`src/rtl/stream_mux_pkg.sv`:
```
// Shared constants for the stream_mux slice: mode encodings and the
// transfer counter width.
package stream_mux_pkg;

  localparam logic MODE_FIXED = 1'b0;
  localparam logic MODE_RR    = 1'b1;

  localparam int XFER_CNT_W = 16;

endpackage

```
`src/rtl/stream_mux_rr_arbiter.sv`:
```
// Purely combinational round-robin search: first requester strictly after
// last_grant, wrapping around, so last_grant itself has lowest priority.
module rr_arbiter #(
  parameter int N_CH  = 4,
  parameter int SEL_W = $clog2(N_CH)
) (
  input  logic [N_CH-1:0]  req,
  input  logic [SEL_W-1:0] last_grant,
  output logic [SEL_W-1:0] grant_idx,
  output logic             grant_vld
);

  // Walk offsets from farthest to nearest so the nearest requester wins.
  always_comb begin
    grant_idx = '0;
    grant_vld = 1'b0;
    for (int off = N_CH; off >= 1; off--) begin
      if (req[(int'(last_grant) + off) % N_CH]) begin
        grant_vld = 1'b1;
        grant_idx = SEL_W'((int'(last_grant) + off) % N_CH);
      end
    end
  end

endmodule

```
`src/rtl/stream_mux.sv`:
```
// N-channel stream multiplexer with fixed-select or round-robin arbitration
// into a single registered output stage, plus a wrapping transfer counter.
module stream_mux
  import stream_mux_pkg::*;
#(
  parameter int N_CH  = 4,
  parameter int W     = 8,
  parameter int SEL_W = $clog2(N_CH)
) (
  input  logic                  clk,
  input  logic                  rst_n,
  input  logic                  mode,
  input  logic [SEL_W-1:0]      sel,
  input  logic [N_CH*W-1:0]     in_data,
  input  logic [N_CH-1:0]       in_valid,
  output logic [N_CH-1:0]       in_ready,
  output logic [W-1:0]          out_data,
  output logic [SEL_W-1:0]      out_ch,
  output logic                  out_valid,
  input  logic                  out_ready,
  output logic [XFER_CNT_W-1:0] xfer_cnt
);

  logic [W-1:0]          out_data_q, out_data_d;
  logic [SEL_W-1:0]      out_ch_q, out_ch_d;
  logic                  out_valid_q, out_valid_d;
  logic [XFER_CNT_W-1:0] xfer_cnt_q, xfer_cnt_d;
  logic [SEL_W-1:0]      last_grant_q, last_grant_d;

  logic [SEL_W-1:0] rr_idx;
  logic             rr_vld;
  logic [SEL_W-1:0] grant_idx;
  logic             grant_vld;
  logic             load;
  logic             xfer;

  rr_arbiter #(
    .N_CH  (N_CH),
    .SEL_W (SEL_W)
  ) u_rr_arbiter (
    .req        (in_valid),
    .last_grant (last_grant_q),
    .grant_idx  (rr_idx),
    .grant_vld  (rr_vld)
  );

  // An out-of-range fixed select grants nothing, so that channel stalls.
  always_comb begin
    load = !out_valid_q || out_ready;
    if (mode == MODE_RR) begin
      grant_idx = rr_idx;
      grant_vld = rr_vld;
    end else begin
      grant_idx = sel;
      grant_vld = (int'(sel) < N_CH);
    end
    in_ready = '0;
    if (rst_n && grant_vld && load) begin
      in_ready[grant_idx] = 1'b1;
    end
    xfer = |(in_ready & in_valid);
  end

  always_comb begin
    out_data_d   = out_data_q;
    out_ch_d     = out_ch_q;
    out_valid_d  = out_valid_q;
    last_grant_d = last_grant_q;
    xfer_cnt_d   = xfer_cnt_q;
    if (xfer) begin
      out_data_d  = in_data[int'(grant_idx)*W +: W];
      out_ch_d    = grant_idx;
      out_valid_d = 1'b1;
      if (mode == MODE_RR) begin
        last_grant_d = grant_idx;
      end
    end else if (load) begin
      out_valid_d = 1'b0;
    end
    if (out_valid_q && out_ready) begin
      xfer_cnt_d = xfer_cnt_q + 1'b1;
    end
  end

  // Reset points last_grant at the top channel so channel 0 wins first.
  always_ff @(posedge clk) begin
    if (!rst_n) begin
      out_data_q   <= '0;
      out_ch_q     <= '0;
      out_valid_q  <= 1'b0;
      xfer_cnt_q   <= '0;
      last_grant_q <= SEL_W'(N_CH - 1);
    end else begin
      out_data_q   <= out_data_d;
      out_ch_q     <= out_ch_d;
      out_valid_q  <= out_valid_d;
      xfer_cnt_q   <= xfer_cnt_d;
      last_grant_q <= last_grant_d;
    end
  end

  assign out_data  = out_data_q;
  assign out_ch    = out_ch_q;
  assign out_valid = out_valid_q;
  assign xfer_cnt  = xfer_cnt_q;

endmodule

```
`config.mk`:
```
export PLATFORM = sky130hd
export DESIGN_NAME = stream_mux
export DESIGN_NICKNAME = d
export VERILOG_FILES = /design/src/rtl/stream_mux_pkg.sv /design/src/rtl/stream_mux_rr_arbiter.sv /design/src/rtl/stream_mux.sv
export SDC_FILE = /design/constraint.sdc
export NUM_CORES = 1
export LEC_CHECK = 0
export ABC_AREA = 0
export BUFFER_PORTS_ARGS = -buffer_cell sky130_fd_sc_hd__buf_2
export CORE_MARGIN = 2
export CORE_UTILIZATION = 44
export CTS_BUF_LIST = sky130_fd_sc_hd__clkbuf_8
export DETAILED_ROUTE_END_ITERATION = 7
export PLACE_DENSITY_LB_ADDON = 0.05
export SETUP_SLACK_MARGIN = 0.02
export SLEW_MARGIN = 5
export SYNTH_ARGS = -nofsm -noshare
export SYNTH_HDL_FRONTEND = slang
export SYNTH_HIERARCHICAL = 1
export SYNTH_SLANG_ARGS = --single-unit
```
`constraint.sdc`:
```
create_clock -name clk -period 2.2 [get_ports clk]
set_clock_uncertainty 0.1 [all_clocks]
set_input_delay 0.44 -clock clk [delete_from_list [all_inputs] [get_ports clk]]
set_output_delay 0.44 -clock clk [all_outputs]
set_load 0.01 [all_outputs]
```
# [Word-level counts from Yosys, hierarchy flattened]
# Index checks and enable logic that the tools add are counted.
[totals] register_bits=29 output_inout_bits=31
[op_classes] shift=1 muxes=27 n_addsub=5 order_cmp=6 n_reduce_logical=13 bitwise_logic=5
[ops] op="variable part select 32 x 6 -> 8 bit" n=1
[ops] op="adder 16 x 1 -> 16 bit (second input constant)" n=1
[ops] op="< comparator 3 x 4 -> 1 bit (second input constant)" n=4
[ops] op="two-way mux 1 bit" n=16
[ops] op="two-way mux 2 bit" n=5
[ops] op="binary-select mux 1 bit (select 2 bit)" n=4
[ops] op="OR reduction 2 bit" n=4
[ops] op="adder 2 x 1 -> 2 bit (second input constant)" n=2
[ops] op="adder 2 bit (second input constant)" n=2
[ops] op="AND 1 bit (first input constant)" n=4
[ops] op="AND 4 bit" n=1
[ops] op="logical AND 1 bit" n=4
[ops] op="two-way mux 4 bit" n=1
[ops] op="OR reduction 4 bit" n=1
[ops] op="< comparator 2 x 3 -> 1 bit (second input constant)" n=1
[ops] op="demux 1 bit (select 2 bit)" n=1
[ops] op=">= comparator 2 x 1 -> 1 bit (second input constant)" n=1
[ops] op="AND reduction 2 bit" n=1
[ops] op="nonzero test 2 bit" n=1
[ops] op="logical NOT 1 bit" n=1
[ops] op="logical OR 1 bit" n=1

# [Depth between registers and ports, before layout]
# Gate-level depths: netlist of the first run.
[logic_depth] word_depth=19 mapped_depth=10

# [Cells and area by module]
# The synthesis of the first run kept the hierarchy.
[modules_own_cells] mod="stream_mux" n_inst=1 cells_per_inst=171 seq_area_each_um2=580.6 area_each_um2=1625.3
[modules_own_cells] mod="rr_arbiter" n_inst=1 cells_per_inst=14 seq_area_each_um2=0.0 area_each_um2=91.3

# [Worst setup path after synthesis of the first run]
# No wires, ideal clock.
[synth_timing] path_type="input-to-reg" start="input port in_valid[2]" end="register out_ch_q[0], in the netlist out_ch[0]" setup_slack_ps=-127 required_ps=1984 t_arrival_ps=2111 cell_stages=10 setup_ps=116 path_cell_list="and2b_1 > a21oi_2 > o221ai_2 > mux2_4 > mux4_2 > nand2b_1 > buf_6 > buf_12 > mux2i_1 > nor2b_1"
[synth_via] elab_chain_cells=15 word_cells_on_any_way=32
[synth_rtl] item="start, declared" line="stream_mux.sv:15" text="input logic [N_CH-1:0] in_valid,"
[synth_rtl] item="binary-select mux 1 bit (select 2 bit)" line="stream_mux_rr_arbiter.sv:18" text="if (req[(int'(last_grant) + off) % N_CH]) begin"
[synth_rtl] item="two-way mux 1 bit (implied by the code) (2 in a row)" line="stream_mux_rr_arbiter.sv:18"
[synth_rtl] item="two-way mux 2 bit (3 in a row)" line="stream_mux_rr_arbiter.sv:18"
[synth_rtl] item="two-way mux 2 bit *" line="stream_mux_rr_arbiter.sv:18"
[synth_rtl] item="net rr_idx[0]" line="stream_mux.sv:30" text="logic [SEL_W-1:0] rr_idx;"
[synth_rtl] item="two-way mux 2 bit *" line="stream_mux.sv:50" text="if (mode == MODE_RR) begin"
[synth_rtl] item="< comparator 2 x 3 -> 1 bit (implied by the code) or >= comparator 2 x 1 -> 1 bit (tied branches)" line="stream_mux.sv:59" text="in_ready[grant_idx] = 1'b1;"
[synth_rtl] item="logical AND 1 bit (implied by the code)" line="stream_mux.sv:59"
[synth_rtl] item="two-way mux 1 bit (implied by the code)" line="stream_mux.sv:59"
[synth_rtl] item="demux 1 bit (select 2 bit)" line="stream_mux.sv:59"
[synth_rtl] item="two-way mux 4 bit" line="stream_mux.sv:58" text="if (rst_n && grant_vld && load) begin"
[synth_rtl] item="AND 4 bit" line="stream_mux.sv:61" text="xfer = |(in_ready & in_valid);"
[synth_rtl] item="OR reduction 4 bit" line="stream_mux.sv:61"
[synth_rtl] item="end signal, assigned" line="stream_mux.sv:95" text="out_ch_q <= out_ch_d;"
[synth_rtl] item="end, declared" line="stream_mux.sv:25" text="logic [SEL_W-1:0] out_ch_q, out_ch_d;"
# Mark *: on every way through the listed nets, which the timed path passes. The rest lies on a longest branch. The select of a mux whose other input is x is not followed.
# A chain may end at the register's enable or synchronous reset.

# [Worst setup path after layout of the first run]
[layout_timing] start="register last_grant_q[1]" end="output port in_ready[0]"
[layout_via] elab_chain_cells=14 word_cells_on_any_way=34
[layout_rtl] item="start, declared" line="stream_mux.sv:28" text="logic [SEL_W-1:0] last_grant_q, last_grant_d;"
[layout_rtl] item="start signal, assigned" line="stream_mux.sv:92" text="last_grant_q <= SEL_W'(N_CH - 1);"
[layout_rtl] item="start signal, assigned" line="stream_mux.sv:98" text="last_grant_q <= last_grant_d;"
[layout_rtl] item="adder 2 x 1 -> 2 bit" line="stream_mux_rr_arbiter.sv:18"
[layout_rtl] item="binary-select mux 1 bit (select 2 bit)" line="stream_mux_rr_arbiter.sv:18"
[layout_rtl] item="two-way mux 1 bit (implied by the code) (2 in a row)" line="stream_mux_rr_arbiter.sv:18"
[layout_rtl] item="two-way mux 2 bit (3 in a row)" line="stream_mux_rr_arbiter.sv:18"
[layout_rtl] item="two-way mux 2 bit *" line="stream_mux_rr_arbiter.sv:18"
[layout_rtl] item="net rr_idx[0]" line="stream_mux.sv:30"
[layout_rtl] item="two-way mux 2 bit *" line="stream_mux.sv:50"
[layout_rtl] item="< comparator 2 x 3 -> 1 bit (implied by the code) or >= comparator 2 x 1 -> 1 bit (tied branches)" line="stream_mux.sv:59"
[layout_rtl] item="logical AND 1 bit (implied by the code)" line="stream_mux.sv:59"
[layout_rtl] item="two-way mux 1 bit (implied by the code)" line="stream_mux.sv:59"
[layout_rtl] item="demux 1 bit (select 2 bit) *" line="stream_mux.sv:59"
[layout_rtl] item="two-way mux 4 bit *" line="stream_mux.sv:58"
[layout_rtl] item="end, declared" line="stream_mux.sv:16" text="output logic [N_CH-1:0] in_ready,"
# Marked as above.

==> results of run 1 <==
metal layers:
metal	track usage	up-vias
li1	-	821
met1	0.243	744
met2	0.331	45
met3	0.0507	6
met4	0.0638	0
met5	0	-
metrics by stage:
| stage | std cells | util | hold slack [ns] |
|---|---|---|---|
| 5_1_grt | 323 | 0.652 | 0.432 |
| 6_report | 323 | 0.652 | 0.400 |
| 3_3_place_gp | 310 | 0.593 | 0.390 |
| 3_5_place_dp | 310 | 0.593 | 0.391 |
| 4_1_cts | 322 | 0.648 | 0.399 |
| 2_1_floorplan | 185 | - | 0.410 |
how the worst max path moves through the flow:
stage | start | endpoint | slack, ns | depth (start not counted)
after floorplan | in_valid[2] | out_ch[0] | -0.13 | 10
after global placement | in_valid[2] | out_data[7] | -0.19 | 10
after detailed placement | in_valid[2] | out_data[7] | -0.23 | 10
after CTS | last_grant_q[1] | in_ready[2] | -0.09 | 9
after global routing | last_grant_q[1] | in_ready[0] | -0.19 | 6
final | last_grant_q[1] | in_ready[0] | -0.09 | 7
power by group through the flow:
stage	clock (mW)	combinational [mW]	sequential, mW
2_1_floorplan	0	0.194	0.583
3_3_place_gp	0	0.325	0.576
3_5_place_dp	0	0.327	0.576
4_1_cts	0.480	0.362	0.565
5_1_grt	0.511	0.402	0.567
6_report	0.471	0.364	0.565
cells by family after synthesis:
kind of cell,synth area share
compound gates,0.0904
xor+xnor,0.0612
fa+ha+maj,0.00729
buf+inv,0.0590
flops,0.338
mux,0.238
simple gates,0.206
worst register-to-register path: stages, from the launching register on:
cell	delay [ns]
dfxtp_4	0.36
nand2b_4	0.14
a21oi_2	0.13
o221ai_2	0.12
mux2_4	0.29
mux4_2	0.45
nand2b_4	0.10
buf_12	0.14
mux2i_1	0.19
nor2b_1	0.06
cells in the mapped netlist (4+ instances only):
master     n  area share
a21boi_0   7       0.031
and2_1    12       0.044
clkbuf_1   5       0.011
dfxtp_1   29        0.34
inv_1      6       0.013
mux2i_1   36        0.21
nand2_1   12       0.026
nand2b_1   5       0.018
nand4_1    4       0.015
nor2b_1   10       0.036
nor3_1     8       0.023
o21ai_0    7       0.020
or3_1      4       0.015
xnor2_1    8       0.041
xor2_1     4       0.020
state kept, by name (all words and copies together), names as in the netlist:
name          flops
last_grant_q      2
xfer_cnt         16
out_data          8
out_valid         1
out_ch            2
what timing repair did:
action / CTS / global route
pin swaps: 6 / 1
resized for setup: 18 / 2
setup endpoints to repair: 13 / 15
setup buffers: 4 / 1
area by class of cell:
class                   count  share of cell area
clock buffers               7              0.0398
inverters                   6             0.00929
flip-flops and latches     29               0.241
clock inverters             1             0.00207
well taps                  48              0.0248
repair buffers             93               0.231
multi-input cells         139               0.452
==> impl_metrics.csv, run 1 <==
group,metric,value,unit
status,status,"complete, but fails checks",
status,violations,"setup timing",
sta,finalCritPeriodShare,1.04,
detailed_routing,vias,1616,
cts,htree_levels,2,
placed_design,gp_congestion,0.796,
synthesis,synth-seq-cells,29,
die,core-area,3720,µm²
cts,cts_tree,"yes",
cts,clk_path_buf_depth,2,
critical_path,reg2reg_slack,0,ns
power_and_ir_drop,finalPower,1.40,mW
sta,finalWorstSetupSlack,-0.0873,ns
cts,root_buffer,"clkbuf_8",
synthesis,synth.cell_area,1720,µm²
power_and_ir_drop,internal_power,1.03,mW
critical_path,rr_worst_depth,9,
critical_path,reg2reg_to,"out_data[2]",
power_and_ir_drop,combinationalPowerShare,0.260,
critical_path,critPathMaxFanout,4,
cts,clock_sinks,29,
layout,drive_above_1_share,0.425,
power_and_ir_drop,swShare,0.262,
detailed_routing,via_per_inst,5.00,
layout,fill_cells,356,
min_path,hold_class,"reg -> reg",
detailed_routing,wl_met2,1950,µm
synthesis,synth_edf_count,0,
placed_design,pre_cts_ws,-0.226,ns
synthesis,avgSynthCellArea,9.28,µm²
power_and_ir_drop,leakagePower,1.22,nW
global_routing,globalRoute.totalOverflow,0,
power_and_ir_drop,powerDensity,578,nW/µm²
critical_path,critical_path_required,1.66,ns
detailed_routing,drt_iter0_drc,57,
min_path,worst_hold_path.endpoint,"xfer_cnt[1]",
sta,setup_viol,4,
power_and_ir_drop,p_switching,0.367,mW
cts,cts.clk_slew.worst_paths,0.06,ns
critical_path,max_stage_delay,0.36,ns
layout,multi_input_area,1090,µm²
critical_path,r2r_start,"last_grant_q[1]",
critical_path,critical-path-slowest-cell,"dfxtp_4",
global_routing,antenna_found_initial,0,
sta,maxSlewViolCount,0,
critical_path,crit_path_end_kind,"output pin",
synthesis,synth_cell_types,33,
critical_path,critPathTopFamily,"flip-flops",
power_and_ir_drop,vdd_drop_max,0.385,mV
critical_path,startpoint_type,"flop",
die,ios,73,
min_path,min_path_cells,2,
sta,fin_tns_setup,-0.321,ns
die,die_h,66.5,µm
die,start_util,0.462,
global_routing,grt_start_max_net_pins,30,
cts,ctsHoldBuffers,0,
sta,period_minus_slack,2.29,ns
critical_path,path_class,"reg -> out",
sta,rsz0062_at_grt,"yes",
die,die_x,66.5,µm
layout,regArea,584,µm²
global_routing,grtUsageTotal,0.197,
synthesis,synth_seq_area_share,0.338,
placed_design,hpwl,2950,µm
critical_path,path_buf_inv,2,
sta,max_slew_margin,0.789,
synthesis,ys_async_sr_fraction,0,
die,dieArea,4420,µm²
detailed_routing,wl_per_cell,12.2,µm
layout,design_area,2420,µm²
power_and_ir_drop,power_frac_clock,0.337,
placed_design,io_buffers,72,
critical_path,crit_chain,"nand2b_4, a21oi_2, o221ai_2, mux2_4, buf_6, nor3_2, buf_2",
sta,hold_viol,0,
placed_design,place_area,2200,µm²
synthesis,syn_inst,185,
global_routing,grt_pass1_wl,6720,µm
synthesis,synth_flop_cell,"dfxtp_1",
layout,nNetsFinal,317,
detailed_routing,ant_nets,0,
power_and_ir_drop,seqPwrFrac,0.403,
sta,tightest_slew,0.314,ns
detailed_routing,drtPass1Iterations,4,
die,num_rows,22,
synthesis,synth_fp_nets,228,
detailed_routing,wl_met1,1730,µm
layout,final_cell_mix,"buf_2 (71), mux2i_1 (36), dfxtp_1 (28), buf_4 (16), and2_1 (12)",
cts,clkLatencyLatePin,0.27,ns
detailed_routing,finalWirelength,3960,µm
synthesis,yosys_warnings,6,
sta,clock.fmax,437,MHz
layout,syn_to_final_growth,41.2,%
detailed_routing,drc,0,
job,maxCapViolCount,0,
cts,numCtsBuffers,5,
layout,antennaDiodeCount,0,
critical_path,arrival,1.75,ns
detailed_routing,top_layer,"met4",
layout,layout_commonest_cell,"buf_2",
min_path,min_from,"xfer_cnt[1]",
detailed_routing,wl_met3,219,µm
global_routing,grt_pass1_vias,1527,
Power figures use the tool's default switching activity.
==> inputs of run 2 (changes only) <==
--- a/config.mk
+++ b/config.mk
@@ -7,9 +7,8 @@
 export LEC_CHECK = 0
 export ABC_AREA = 0
 export BUFFER_PORTS_ARGS = -buffer_cell sky130_fd_sc_hd__buf_2
-export CORE_MARGIN = 2
-export CORE_UTILIZATION = 44
-export CTS_BUF_LIST = sky130_fd_sc_hd__clkbuf_8
+export CORE_UTILIZATION = 43
+export CTS_BUF_LIST = sky130_fd_sc_hd__clkbuf_4 sky130_fd_sc_hd__clkbuf_8 sky130_fd_sc_hd__clkbuf_16
 export DETAILED_ROUTE_END_ITERATION = 7
 export PLACE_DENSITY_LB_ADDON = 0.05
 export SETUP_SLACK_MARGIN = 0.02
==> impl_metrics.csv, run 2 (synthesis results as in run 1) <==
group,metric,value,unit
die,die_x,65.2,µm
die,num_rows,22,
cts,clock_sinks,29,
sta,clock.fmax,433,MHz
global_routing,grt_start_max_net_pins,30,
critical_path,reg2reg_slack,0.02,ns
power_and_ir_drop,p_switching,0.377,mW
detailed_routing,ant_nets,0,
power_and_ir_drop,swShare,0.262,
detailed_routing,vias,1638,
sta,setup_viol,3,
sta,tightest_slew,0.301,ns
detailed_routing,via_per_inst,4.93,
layout,finalNonFillerCells,332,
placed_design,pre_cts_ws,-0.239,ns
power_and_ir_drop,vdd_drop_max,0.428,mV
cts,htree_levels,2,
sta,period_minus_slack,2.31,ns
critical_path,crit_path_end_kind,"output pin",
global_routing,grtUsageTotal,0.206,
global_routing,antenna_found_initial,0,
power_and_ir_drop,combinationalPowerShare,0.279,
critical_path,startpoint_type,"flop",
status,violations,"setup timing",
sta,fin_hold_ws,0.404,ns
critical_path,critical_path_required,1.66,ns
die,core-area,3740,µm²
cts,cts_tree,"yes",
placed_design,place_area,2250,µm²
power_and_ir_drop,powerDensity,572,nW/µm²
placed_design,hpwl,2930,µm
cts,root_buffer,"clkbuf_8",
detailed_routing,drtPass1Iterations,4,
layout,layout_commonest_cell,"buf_2",
detailed_routing,wl_per_cell,12.1,µm
placed_design,gp_congestion,0.740,
sta,maxSlewViolCount,0,
critical_path,arrival,1.77,ns
die,start_util,0.459,
die,die_h,65.2,µm
power_and_ir_drop,power_frac_clock,0.329,
placed_design,io_buffers,72,
power_and_ir_drop,leakagePower,1.27,nW
layout,antennaDiodeCount,0,
cts,numCtsBuffers,5,
sta,hold_viol,0,
layout,nNetsFinal,326,
job,maxCapViolCount,0,
detailed_routing,wl_met3,168,µm
critical_path,critPathMaxFanout,4,
sta,finalWorstSetupSlack,-0.110,ns
layout,fin_util,0.672,
sta,finalCritPeriodShare,1.05,
cts,ctsHoldBuffers,0,
detailed_routing,wl_met2,1920,µm
die,ios,73,
layout,drive_above_1_share,0.447,
power_and_ir_drop,internal_power,1.06,mW
layout,syn_to_final_growth,46.6,%
cts,cts.clk_slew.worst_paths,0.06,ns
layout,final_cell_mix,"buf_2 (71), mux2i_1 (34), dfxtp_1 (28), buf_4 (24), and2_1 (12)",
global_routing,globalRoute.totalOverflow,0,
detailed_routing,drc,0,
detailed_routing,finalWirelength,4010,µm
critical_path,path_class,"reg -> out",
placed_design,dp.cells,316,
detailed_routing,drt_iter0_drc,70,
min_path,hold_class,"reg -> reg",
cts,clk_path_buf_depth,2,
global_routing,grt_pass1_wl,6870,µm
die,dieArea,4250,µm²
global_routing,grt_pass1_vias,1602,
sta,max_slew_margin,0.798,
cts,clkLatencyLatePin,0.27,ns
sta,rsz0062_at_grt,"yes",
layout,largest_register_ffs,16,
power_and_ir_drop,seqPwrFrac,0.392,
detailed_routing,wl_met1,1850,µm
layout,design_area,2520,µm²
status,status,"complete, but fails checks",
detailed_routing,top_layer,"met4",
-- run 2: what timing repair did --
item                                    in CTS  in global routing
cloned                                       0                  1
pin swaps                                    6                  2
setup buffers                                7                  0
endpoints found under the setup margin      13                 14
resized for setup                           19                  4
-- run 2: critical path, stage by stage (launching register included) --
cell      delay (ns)
dfxtp_4         0.36
buf_6           0.12
nand2b_1        0.14
a21oi_1         0.21
buf_4           0.16
nand2_4         0.04
a21boi_4        0.14
nor3_2          0.18
buf_2           0.15
-- run 2: routing by layer --
layer	GRT usage	up-vias
met4	0.0652	0
li1	-	840
met2	0.362	47
met3	0.0417	9
met1	0.250	742
met5	0	-
-- run 2: cell type report --
type / instances / area, µm²
sequential: 29 / 584
clock inverter: 1 / 5.00
clock buffer: 7 / 96.3
timing repair buffer: 102 / 646
tap: 48 / 60.1
fill: 307 / 1230
multi-input combinational: 139 / 1100
inverter: 6 / 22.5
-- run 2: stage by stage --
stage / total power, mW / setup TNS (ns)
floorplan: 0.776 / -0.772
global placement: 0.916 / -2.09
detailed placement: 0.915 / -2.32
CTS: 1.44 / -0.175
global route: 1.52 / -1.45
finish: 1.44 / -0.212
-- run 2: final timing paths --
kind | startpoint | end | depth (start not counted)
min | out_ch[1] | out_ch[1] | 2
max | last_grant_q[1] | in_ready[2] | 8
max reg2reg | last_grant_q[1] | out_data[2] | 9
min reg2reg | out_ch[1] | out_ch[1] | 2
-- run 2: power groups by stage --
stage          combinational [mW]  sequential, mW  clock (mW)
6_report                    0.401           0.564       0.473
3_5_place_dp                0.340           0.575           0
2_1_floorplan               0.194           0.583           0
3_3_place_gp                0.340           0.576           0
4_1_cts                     0.384           0.564       0.490
5_1_grt                     0.436           0.567       0.512
==> inputs of run 3 (changes only) <==
--- a/config.mk
+++ b/config.mk
@@ -7,6 +7,7 @@
 export LEC_CHECK = 0
 export ABC_AREA = 0
 export BUFFER_PORTS_ARGS = -buffer_cell sky130_fd_sc_hd__buf_2
+export CORE_ASPECT_RATIO = 0.5
 export CORE_UTILIZATION = 43
 export CTS_BUF_LIST = sky130_fd_sc_hd__clkbuf_4 sky130_fd_sc_hd__clkbuf_8 sky130_fd_sc_hd__clkbuf_16
 export DETAILED_ROUTE_END_ITERATION = 7
==> impl_metrics.csv, run 3 (synthesis results as in run 1) <==
group,metric,value,unit
sta,rsz0062_at_grt,"yes",
power_and_ir_drop,swShare,0.256,
detailed_routing,ant_nets,0,
cts,clk_path_buf_depth,2,
global_routing,grt_start_max_net_pins,30,
detailed_routing,drt_iter0_drc,39,
critical_path,critPathMaxFanout,5,
sta,maxSlewViolCount,0,
placed_design,hpwl,2820,µm
global_routing,antenna_found_initial,0,
power_and_ir_drop,p_switching,0.416,mW
sta,tightest_slew,0.334,ns
cts,clock_sinks,29,
die,start_util,0.474,
critical_path,path_depth,7,
detailed_routing,drc,0,
cts,clkLatencyLatePin,0.29,ns
sta,period_minus_slack,2.31,ns
die,dieArea,4260,µm²
critical_path,crit_path_end,"in_ready[0]",
global_routing,grtUsageTotal,0.207,
critical_path,critical-path-slowest-cell,"dfxtp_4",
layout,layout_commonest_cell,"buf_2",
cts,cts_tree,"yes",
layout,antennaDiodeCount,0,
critical_path,startpoint_type,"flop",
cts,numCtsBuffers,5,
layout,drive_above_1_share,0.429,
die,num_rows,15,
power_and_ir_drop,power_frac_clock,0.414,
critical_path,rr_worst_depth,9,
die,die_h,46.7,µm
detailed_routing,via_per_inst,5.03,
layout,regArea,584,µm²
sta,hold_viol,0,
detailed_routing,drtPass1Iterations,4,
critical_path,critical_path_required,1.66,ns
critical_path,reg2reg_slack,-0.11,ns
sta,setup_viol,13,
job,maxCapViolCount,0,
sta,fin_tns_setup,-0.511,ns
critical_path,reg2reg_to,"out_data[1]",
power_and_ir_drop,seqPwrFrac,0.348,
die,core-area,3620,µm²
cts,htree_levels,2,
min_path,hold_class,"in -> reg",
sta,max_slew_margin,0.775,
critical_path,crit_path_end_kind,"output pin",
critical_path,crit_chain,"buf_4, a31oi_1, a21oi_1, mux2_4, buf_6, nor3_2, buf_2",
status,status,"complete, but fails checks",
layout,final_cell_mix,"buf_2 (71), mux2i_1 (33), dfxtp_1 (28), buf_4 (17)",
critical_path,critPathLaunch,"last_grant_q[1]",
global_routing,grt_pass1_vias,1399,
layout,fill_cells,293,
power_and_ir_drop,leakagePower,1.23,nW
critical_path,max_stage_delay,0.36,ns
die,die_x,91.4,µm
min_path,min_from,"out_ready",
sta,finalCritPeriodShare,1.05,
cts,cts.clk_slew.worst_paths,0.07,ns
die,ios,73,
layout,largest_register_ffs,16,
detailed_routing,vias,1641,
detailed_routing,wl_per_cell,13.1,µm
cts,ctsHoldBuffers,0,
critical_path,path_buf_inv,3,
layout,nNetsFinal,317,
cts,root_buffer,"clkbuf_8",
critical_path,critPathTopFamily,"buffers and inverters",
placed_design,gp_congestion,0.850,
power_and_ir_drop,internal_power,1.21,mW
sta,clock.fmax,433,MHz
layout,syn_to_final_growth,45.0,%
power_and_ir_drop,combinationalPowerShare,0.238,
placed_design,io_buffers,72,
critical_path,path_class,"reg -> out",
global_routing,globalRoute.totalOverflow,0,
detailed_routing,finalWirelength,4270,µm
power_and_ir_drop,powerDensity,652,nW/µm²
status,violations,"setup timing",
critical_path,arrival,1.77,ns
layout,multi_input_area,1120,µm²
critical_path,r2r_start,"last_grant_q[1]",
power_and_ir_drop,vdd_drop_max,0.358,mV
global_routing,grt_pass1_wl,6510,µm
placed_design,pre_cts_ws,-0.242,ns
sta,finalWorstSetupSlack,-0.110,ns
sta,fin_hold_ws,0.376,ns
run 3: changes by cell type in the layout (fill, tap and decap cells not counted), moves of 2 or more:
cell / previous run / this run
nor3_2: 4 / 2
bufinv_16: 0 / 2
clkbuf_8: 7 / 5
buf_4: 24 / 17
nor3_4: 0 / 2
run 3: worst min-delay path by stage:
stage / depth (start not counted) / endpoint / slack [ns]
after CTS: 3 / out_valid / 0.38
final: 3 / out_valid / 0.38
after global routing: 3 / out_valid / 0.43
after detailed placement: 2 / xfer_cnt[1] / 0.40
after floorplan: 2 / xfer_cnt[1] / 0.41
after global placement: 2 / xfer_cnt[1] / 0.39
run 3: what timing repair did:
item | CTS | global route
buffers inserted | 2 | 2
gates resized for setup | 14 | 12
cloned | 1 | 0
endpoints found under the setup margin | 14 | 15
pin swaps | 4 | 7
run 3: power by group through the flow:
stage / logic, mW / registers, mW / clock network [mW]
global route: 0.418 / 0.567 / 0.704
finish: 0.386 / 0.564 / 0.672
floorplan: 0.194 / 0.583 / 0
CTS: 0.358 / 0.564 / 0.676
global placement: 0.308 / 0.576 / 0
detailed placement: 0.314 / 0.575 / 0
run 3: cell type report:
type	count	area share
Multi-Input combinational cell	139	0.450
Sequential cell	29	0.235
Timing Repair Buffer	93	0.227
Clock buffer	5	0.0276
Clock inverter	3	0.0261
Tap cell	51	0.0256
Inverter	6	0.00905
run 3: worst register-to-register path, stage by stage (launching register included):
cell	delay [ns]
dfxtp_4	0.36
nand2b_4	0.14
a21oi_2	0.14
o221ai_2	0.11
mux2_4	0.29
mux4_2	0.46
nand2b_4	0.13
buf_12	0.14
mux2i_2	0.22
nor2b_1	0.09
run 3: per-layer routing:
metal | routed length, µm | global-route usage
met5 | 0 | 0
met4 | 59 | 0.0698
met3 | 290 | 0.0759
met2 | 1940 | 0.361
met1 | 1990 | 0.244
run 3: through the flow:
step / power (mW) / utilization / area [µm²] / std cells
6_report: 1.62 / 0.687 / 2490 / 326
4_1_cts: 1.60 / 0.670 / 2430 / 324
3_5_place_dp: 0.889 / 0.606 / 2190 / 313
3_3_place_gp: 0.883 / 0.606 / 2190 / 313
5_1_grt: 1.69 / 0.687 / 2490 / 326
2_1_floorplan: 0.776 / - / 1720 / 185
